**config.mk**
```make
export PLATFORM = sky130hd
export DESIGN_NAME = itcm_ctrl_flat
export DESIGN_NICKNAME = d
export VERILOG_FILES = /design/src/rtl/itcm_ctrl_pkg.sv /design/src/rtl/itcm_ctrl_if.sv /design/src/rtl/itcm_rsp_hold.sv /design/src/rtl/itcm_ctrl.sv /design/src/flat_wrapper.sv
export SDC_FILE = /design/constraint.sdc
export NUM_CORES = 1
export LEC_CHECK = 0
export BUFFER_PORTS_ARGS = -buffer_cell sky130_fd_sc_hd__buf_2
export CAP_MARGIN = 20
export CORE_MARGIN = 4
export CORE_UTILIZATION = 43
export DETAILED_ROUTE_END_ITERATION = 16
export PLACE_DENSITY = 0.88
export SYNTH_ARGS = -nofsm -noshare
export SYNTH_HDL_FRONTEND = slang
export SYNTH_SLANG_ARGS = --single-unit
```
**constraint.sdc**
```tcl
create_clock -name clk -period 0.95 [get_ports clk]
set_input_delay 0.0475 -clock clk [delete_from_list [all_inputs] [get_ports clk]]
set_output_delay 0.0475 -clock clk [all_outputs]
set_load 0.05 [all_outputs]
```
**src/rtl/itcm_ctrl_pkg.sv**
```systemverilog
// itcm_ctrl_pkg: ITCM geometry shared by the fetch-side controller and its interface
package itcm_ctrl_pkg;
  localparam int ITCM_RAM_AW = 12;
  localparam int ITCM_RAM_DW = 32;
  localparam int INSTR_SIZE = ITCM_RAM_DW;
endpackage

```
**src/rtl/itcm_ctrl_if.sv**
```systemverilog
// itcm_ctrl_if: IFU fetch command/response channel between the fetch bridge and the ITCM
interface itcm_ctrl_if
  import itcm_ctrl_pkg::*;
#(
  parameter int AW = ITCM_RAM_AW,
  parameter int DW = ITCM_RAM_DW
);
  logic          itcm_cmd_valid;
  logic          itcm_cmd_ready;
  logic [AW-1:0] itcm_cmd_addr;
  logic          itcm_rsp_valid;
  logic          itcm_rsp_ready;
  logic [DW-1:0] itcm_rsp_rdata;
  modport master (
    output itcm_cmd_valid, itcm_cmd_addr, itcm_rsp_ready,
    input  itcm_cmd_ready, itcm_rsp_valid, itcm_rsp_rdata
  );
  modport slave (
    input  itcm_cmd_valid, itcm_cmd_addr, itcm_rsp_ready,
    output itcm_cmd_ready, itcm_rsp_valid, itcm_rsp_rdata
  );
endinterface

```
**src/rtl/itcm_rsp_hold.sv**
```systemverilog
// itcm_rsp_hold: single-entry valid/data holding register with load and clear
module itcm_rsp_hold #(
  parameter int DW = 32
) (
  input  logic          clk,
  input  logic          rst,
  input  logic          load,
  input  logic          clear,
  input  logic [DW-1:0] din,
  output logic          vld,
  output logic [DW-1:0] data
);
  always_ff @(posedge clk) begin
    if (rst) begin
      vld  <= 1'b0;
      data <= '0;
    end else if (load) begin
      vld  <= 1'b1;
      data <= din;
    end else if (clear) begin
      vld  <= 1'b0;
    end
  end
endmodule

```
**src/rtl/itcm_ctrl.sv**
```systemverilog
// itcm_ctrl: read-only ITCM responder; 1-cycle SRAM read with a one-entry backpressure buffer
module itcm_ctrl
  import itcm_ctrl_pkg::*;
#(
  parameter int AW = ITCM_RAM_AW,
  parameter int DW = ITCM_RAM_DW
) (
  input  logic          clk,
  input  logic          rst,
  itcm_ctrl_if.slave    bus,
  output logic          ram_cs,
  output logic          ram_we,
  output logic [AW-1:0] ram_addr,
  input  logic [DW-1:0] ram_dout
);
  logic          s1_vld;
  logic          hold_vld;
  logic [DW-1:0] hold_data;
  logic          accept;
  logic          pop;
  // rst gate keeps the SRAM idle while reset is held
  assign bus.itcm_cmd_ready = ~rst & ~hold_vld & (~s1_vld | bus.itcm_rsp_ready);
  assign accept = bus.itcm_cmd_valid & bus.itcm_cmd_ready;
  assign pop = bus.itcm_rsp_valid & bus.itcm_rsp_ready;
  assign ram_cs = accept;
  assign ram_we = 1'b0;
  assign ram_addr = bus.itcm_cmd_addr;
  assign bus.itcm_rsp_valid = hold_vld | s1_vld;
  assign bus.itcm_rsp_rdata = hold_vld ? hold_data : ram_dout;
  always_ff @(posedge clk) begin
    if (rst) s1_vld <= 1'b0;
    else s1_vld <= accept;
  end
  itcm_rsp_hold #(.DW(DW)) u_hold (
    .clk  (clk),
    .rst  (rst),
    .load (s1_vld & ~pop),
    .clear(hold_vld & pop),
    .din  (ram_dout),
    .vld  (hold_vld),
    .data (hold_data)
  );
endmodule
```
**src/flat_wrapper.sv**
```systemverilog
// flat-port wrapper written by rule: the top's interface ports become plain ports
module itcm_ctrl_flat import itcm_ctrl_pkg::*;
#(
  parameter int AW = ITCM_RAM_AW,
  parameter int DW = ITCM_RAM_DW
)
  (clk, rst, ram_cs, ram_we, ram_addr, ram_dout, bus_itcm_cmd_valid, bus_itcm_cmd_addr, bus_itcm_rsp_ready, bus_itcm_cmd_ready, bus_itcm_rsp_valid, bus_itcm_rsp_rdata);
  itcm_ctrl_if #(.AW(AW), .DW(DW)) bus_i ();
  input  logic clk;
  input  logic rst;
  output logic ram_cs;
  output logic ram_we;
  output logic [AW-1:0] ram_addr;
  input  logic [DW-1:0] ram_dout;
  input wire logic [$bits(bus_i.itcm_cmd_valid)-1:0] bus_itcm_cmd_valid;
  input wire logic [$bits(bus_i.itcm_cmd_addr)-1:0] bus_itcm_cmd_addr;
  input wire logic [$bits(bus_i.itcm_rsp_ready)-1:0] bus_itcm_rsp_ready;
  output wire logic [$bits(bus_i.itcm_cmd_ready)-1:0] bus_itcm_cmd_ready;
  output wire logic [$bits(bus_i.itcm_rsp_valid)-1:0] bus_itcm_rsp_valid;
  output wire logic [$bits(bus_i.itcm_rsp_rdata)-1:0] bus_itcm_rsp_rdata;
  assign bus_i.itcm_cmd_valid = bus_itcm_cmd_valid;
  assign bus_i.itcm_cmd_addr = bus_itcm_cmd_addr;
  assign bus_i.itcm_rsp_ready = bus_itcm_rsp_ready;
  assign bus_itcm_cmd_ready = bus_i.itcm_cmd_ready;
  assign bus_itcm_rsp_valid = bus_i.itcm_rsp_valid;
  assign bus_itcm_rsp_rdata = bus_i.itcm_rsp_rdata;
  itcm_ctrl #(.AW(AW), .DW(DW)) u_core (.clk(clk), .rst(rst), .bus(bus_i), .ram_cs(ram_cs), .ram_we(ram_we), .ram_addr(ram_addr), .ram_dout(ram_dout));
endmodule
```
After elaboration in Yosys (flattened, before gate mapping)

Cells that the tools add are included.

Memories: 0
Flip-flop bits (word level): 34
RAM bits: 0
Output and inout port bits: 48
Input bits: 48
Logic and storage cells: 19
Bits in latches: 0
Bits in read-only memories: 0

Equal/unequal tests: 0
Multiplexer cells: 3
Order comparisons: 0
$mul: 0
Reduce and logical (&&, ||, !) cells: 1
$add $sub $neg: 0
Shifts and indexed selects: 0
Divide/modulo/power cells: 0
Bitwise logic cells: 12

Operator list:

| kind               | number |
|---|---|
| two-way mux 32 bit | 1 |
| AND 1 bit          | 6 |
| inverter 1 bit     | 4 |
| two-way mux 1 bit  | 2 |
| OR 1 bit           | 2 |
| nonzero test 2 bit | 1 |

Depth between registers and ports, before layout

Word-level depth: 5
Mapped depth: 4
Depth with buffers taken out: 2

Cells and area by module

Synthesis repeated with hierarchy kept, for this count alone.

Cell total of the unflattened synthesis: 165
Area total of the unflattened synthesis: 1914.3 µm²

Modules (own cells, without submodules):

| module        | area an instance (µm²) | seq. area each (µm²) | cells an instance | times used |
|---|---|---|---|---|
| itcm_rsp_hold | 1204.9                 | 660.6                | 108               | 1 |
| itcm_ctrl     | 709.4                  | 20.0                 | 57                | 1 |

Least setup slack after synthesis

Ideal clock, no wire load.

Path type: reg2out
Start: register u_core.u_hold.vld
End: output port ram_cs
Path buffers: 2
Cell stages (with the launch flop): 4
Slack: -0.669 ns
Arrival time: 1.572 ns
Data required time: 0.902 ns
Path through: dfxtp_1 -> buf_2 -> buf_6 -> nor4b_2

Word-level cells in the longest chain between the ends: 4

RTL lines:

| item                    | RTL line            | RTL |
|---|---|---|
| from (decl)             | itcm_rsp_hold.sv:10 | `output logic vld,` |
| from (signal assigned)  | itcm_rsp_hold.sv:15 | `vld <= 1'b0;` |
| from (signal assigned)  | itcm_rsp_hold.sv:18 | `vld <= 1'b1;` |
| from (signal assigned)  | itcm_rsp_hold.sv:21 | `vld <= 1'b0;` |
| inverter 1 bit          | itcm_ctrl.sv:22     | `assign bus.itcm_cmd_ready = ~rst & ~hold_vld & (~s1_vld \| bus.itcm_rsp_ready);` |
| AND 1 bit (2 in series) | itcm_ctrl.sv:22     |  |
| AND 1 bit               | itcm_ctrl.sv:23     | `assign accept = bus.itcm_cmd_valid & bus.itcm_cmd_ready;` |
| to (decl)               | flat_wrapper.sv:11  | `output logic ram_cs;` |

Every way passes these cells.

Worst setup path after layout

Start: register u_core.u_hold.vld
End: output port bus_itcm_rsp_rdata[3]

Word-level cells in the longest chain between the ends: 1

RTL lines:

| item               | RTL line           | RTL |
|---|---|---|
| two-way mux 32 bit | itcm_ctrl.sv:29    | `assign bus.itcm_rsp_rdata = hold_vld ? hold_data : ram_dout;` |
| to (decl)          | flat_wrapper.sv:20 | `output wire logic [$bits(bus_i.itcm_rsp_rdata)-1:0] bus_itcm_rsp_rdata;` |

Every way passes these cells.

==> impl_metrics.py <==
metrics = {
    "clock_network": {
        "cts_max_path_buffers": 2,
        "cts.sinks": 34,
        "htreeDepth": 2,
        "cts_tree": "built",
        "hold_buffers": 0,
        "path_clk_slew_ns": 0.08,
        "numCtsBuffers": 5,
        "clock_latency_ns": 0.29,
        "root_buffer": "clkbuf_8",
    },
    "power": {
        "p_total_mw": 3.96,
        "power_density_nw_per_um2": 1230,
        "leakage_nw": 1.34,
        "ir_drop_mv": 0.746,
    },
    "logic_synthesis": {
        "synthArstFlopShare": 0,
        "yosys_register_bits": 34,
        "synth_cell_type_count": 18,
        "synthCells": 203,
        "avgSynthCellArea_um2": 10.9,
        "synth_compound_area_frac": 0.122,
        "synth.net_count": 251,
        "syn-cell-area_um2": 2210,
        "yosys.area_share.adder": 0,
        "yosysSeqAreaShare": 0.308,
        "synth_edf_count": 0,
        "synth.area.mux_share": 0.163,
        "ys.warnings.count": 0,
        "synth_top_family_by_area": "simple AND/OR/NAND/NOR gates",
        "synth_ff_type": "dfxtp_1",
        "yosys.area_share.simple": 0.285,
        "synth_xor_xnor_area_share": 0,
    },
    "status": {
        "violations": "setup timing",
        "status": "finished, violations left",
    },
    "grt": {
        "grt_overflow": 0,
        "grt_pass1_vias": 1851,
        "grt_pass1_wl_um": 8920,
        "grt_start_max_net_pins": 25,
        "track_usage": 0.178,
        "grt_antenna_before_repair": 0,
    },
    "run": {
        "maxCapViolations": 0,
    },
    "cells_and_area": {
        "final_common_cell": "buf_2",
        "final_cell_mix": "35 x buf_2, 32 x nand2b_1, 32 x nand4bb_1, 32 x dfxtp_1, 31 x buf_6",
        "diodes": 0,
        "drive_gt1_frac": 0.637,
        "final_cells": 340,
        "areaGrowthSynthToFinish_pct": 46.4,
        "post-route-util": 0.667,
        "fin_nets": 320,
    },
    "worst_setup_path": {
        "path_class": "reg2out",
        "worst_r2r_endpoint": "u_core.u_hold.data[12]",
        "crit_required_ns": 0.90,
        "crit_path_end_kind": "output pin",
        "critPathLaunchType": "flop",
        "r2r_slack_ns": -0.18,
        "cp.arrival_ns": 1.41,
        "r2r-start": "u_core.s1_vld",
        "rr_worst_depth": 5,
        "cp_max_fo": 9,
    },
    "placement": {
        "place.gp.congestion": 0.692,
        "pre_cts_ws_ns": -0.223,
        "dp.cells": 325,
        "port-buffer-count": 70,
        "dp.final_hpwl_um": 3580,
    },
    "sta": {
        "setup_tns_ns": -19.48,
        "max_freq_mhz": 687,
        "setup_ws_ns": -0.506,
        "fin_worst_skew_ns": 0.0148,
        "rsz0062_at_grt": "true",
        "period_needed_ns": 1.46,
        "setup_violations": 67,
        "post-route-period-util": 1.53,
        "maxSlewViolCount": 0,
        "hold_viol_final": 0,
    },
    "floorplan": {
        "core_um2": 4850,
        "rows": 25,
        "ioPinCount": 96,
        "die_x_um": 79.6,
        "start_util": 0.455,
        "die_area_um2": 6340,
        "die_y_um": 79.6,
    },
    "drt": {
        "drtIter0Drc": 49,
        "drc": 0,
        "viasPerCell": 5.22,
        "dr.pass1.iters": 4,
        "postRouteWirelength_um": 5670,
        "avgRoutedWirePerCell_um": 16.7,
        "vias": 1774,
        "ant_nets": 0,
    },
    "min_path": {
        "whs_endpoint": "u_core.s1_vld",
        "hold_class": "in2reg",
        "hp-start": "bus_itcm_cmd_valid",
        "holdPathStages": 2,
    },
}
[report_power, final]
group	internal, mW	total [mW]	switching, mW
logic	0.620	1.32	0.703
registers	1.47	1.50	0.0304
clock network	0.583	1.14	0.554
[through the flow]
stage | area, um2 | hold slack, ns
after CTS | 3140 | 0.0317
after detailed placement | 2700 | 0.0953
after floorplan | 2360 | 0.216
after global placement | 2700 | 0.0953
after global routing | 3230 | 0.0183
final | 3230 | 0.0286
[repair_timing]
| item | in CTS | in global routing |
|---|---|---|
| gates cloned | 2 | 3 |
| pin swaps | 5 | 18 |
| hold endpoints to repair | 0 | 0 |
| setup endpoints to repair | 64 | 69 |
| gates resized for setup | 82 | 11 |
| buffers inserted | 3 | 1 |
[final cells by class]
class | count | area [um2]
Timing Repair Buffer | 96 | 962
Clock buffer | 6 | 82.6
Fill cell | 380 | 1620
Tap cell | 67 | 83.8
Clock inverter | 2 | 12.5
Multi-Input combinational cell | 135 | 1410
Sequential cell | 34 | 686
[registers in the layout, indices dropped and copies added (netlist names)]
signal,flops
u_core.s1_vld,1
u_core.u_hold.data,32
u_core.u_hold.vld,1
[layer usage]
layer	up-vias	track usage	routed length, um
met5	-	0	0
met2	56	0.307	2880
met3	7	0.0553	356
met4	0	0.0361	35
li1	848	-	-
met1	863	0.216	2400
[worst max-delay path, stage by stage, from the launching register on]
cell and delay [ns]:
dfxtp_4 0.40, buf_12 0.12, buf_16 0.13, mux2_4 0.31, buf_6 0.15
[cells in the mapped netlist, types with 2 or more instances]
| cell type | number | area share |
|---|---|---|
| nand2b_1 | 32 | 0.091 |
| buf_6 | 4 | 0.020 |
| clkbuf_1 | 10 | 0.017 |
| dfxtp_1 | 34 | 0.31 |
| o21ai_0 | 3 | 0.0068 |
| mux2_1 | 19 | 0.097 |
| buf_12 | 3 | 0.027 |
| nand4bb_1 | 32 | 0.16 |
| o21ai_2 | 29 | 0.12 |
| buf_4 | 15 | 0.051 |
| buf_2 | 2 | 0.0045 |
| mux2_2 | 13 | 0.066 |
| nor4b_2 | 2 | 0.014 |
[worst max-delay path by stage]
stage / startpoint / to / slack [ns] / depth (start not counted)
floorplan: u_core.s1_vld / ram_cs / -0.34 / 3
global placement: u_core.u_hold.vld / bus_itcm_rsp_rdata[30] / -0.21 / 3
detailed placement: u_core.u_hold.vld / bus_itcm_rsp_rdata[30] / -0.22 / 3
CTS: u_core.u_hold.vld / bus_itcm_rsp_rdata[26] / -0.52 / 4
global route: u_core.u_hold.vld / bus_itcm_rsp_rdata[3] / -0.55 / 4
finish: u_core.u_hold.vld / bus_itcm_rsp_rdata[3] / -0.51 / 4
[logic make-up after synthesis]
family,count (synthesis)
AOI/OAI and AO/OA,32
and+or+nand+nor,70
DFF,34
muxes,32
buffers and inverters,34
other,1
Power figures use the tool's default switching activity.
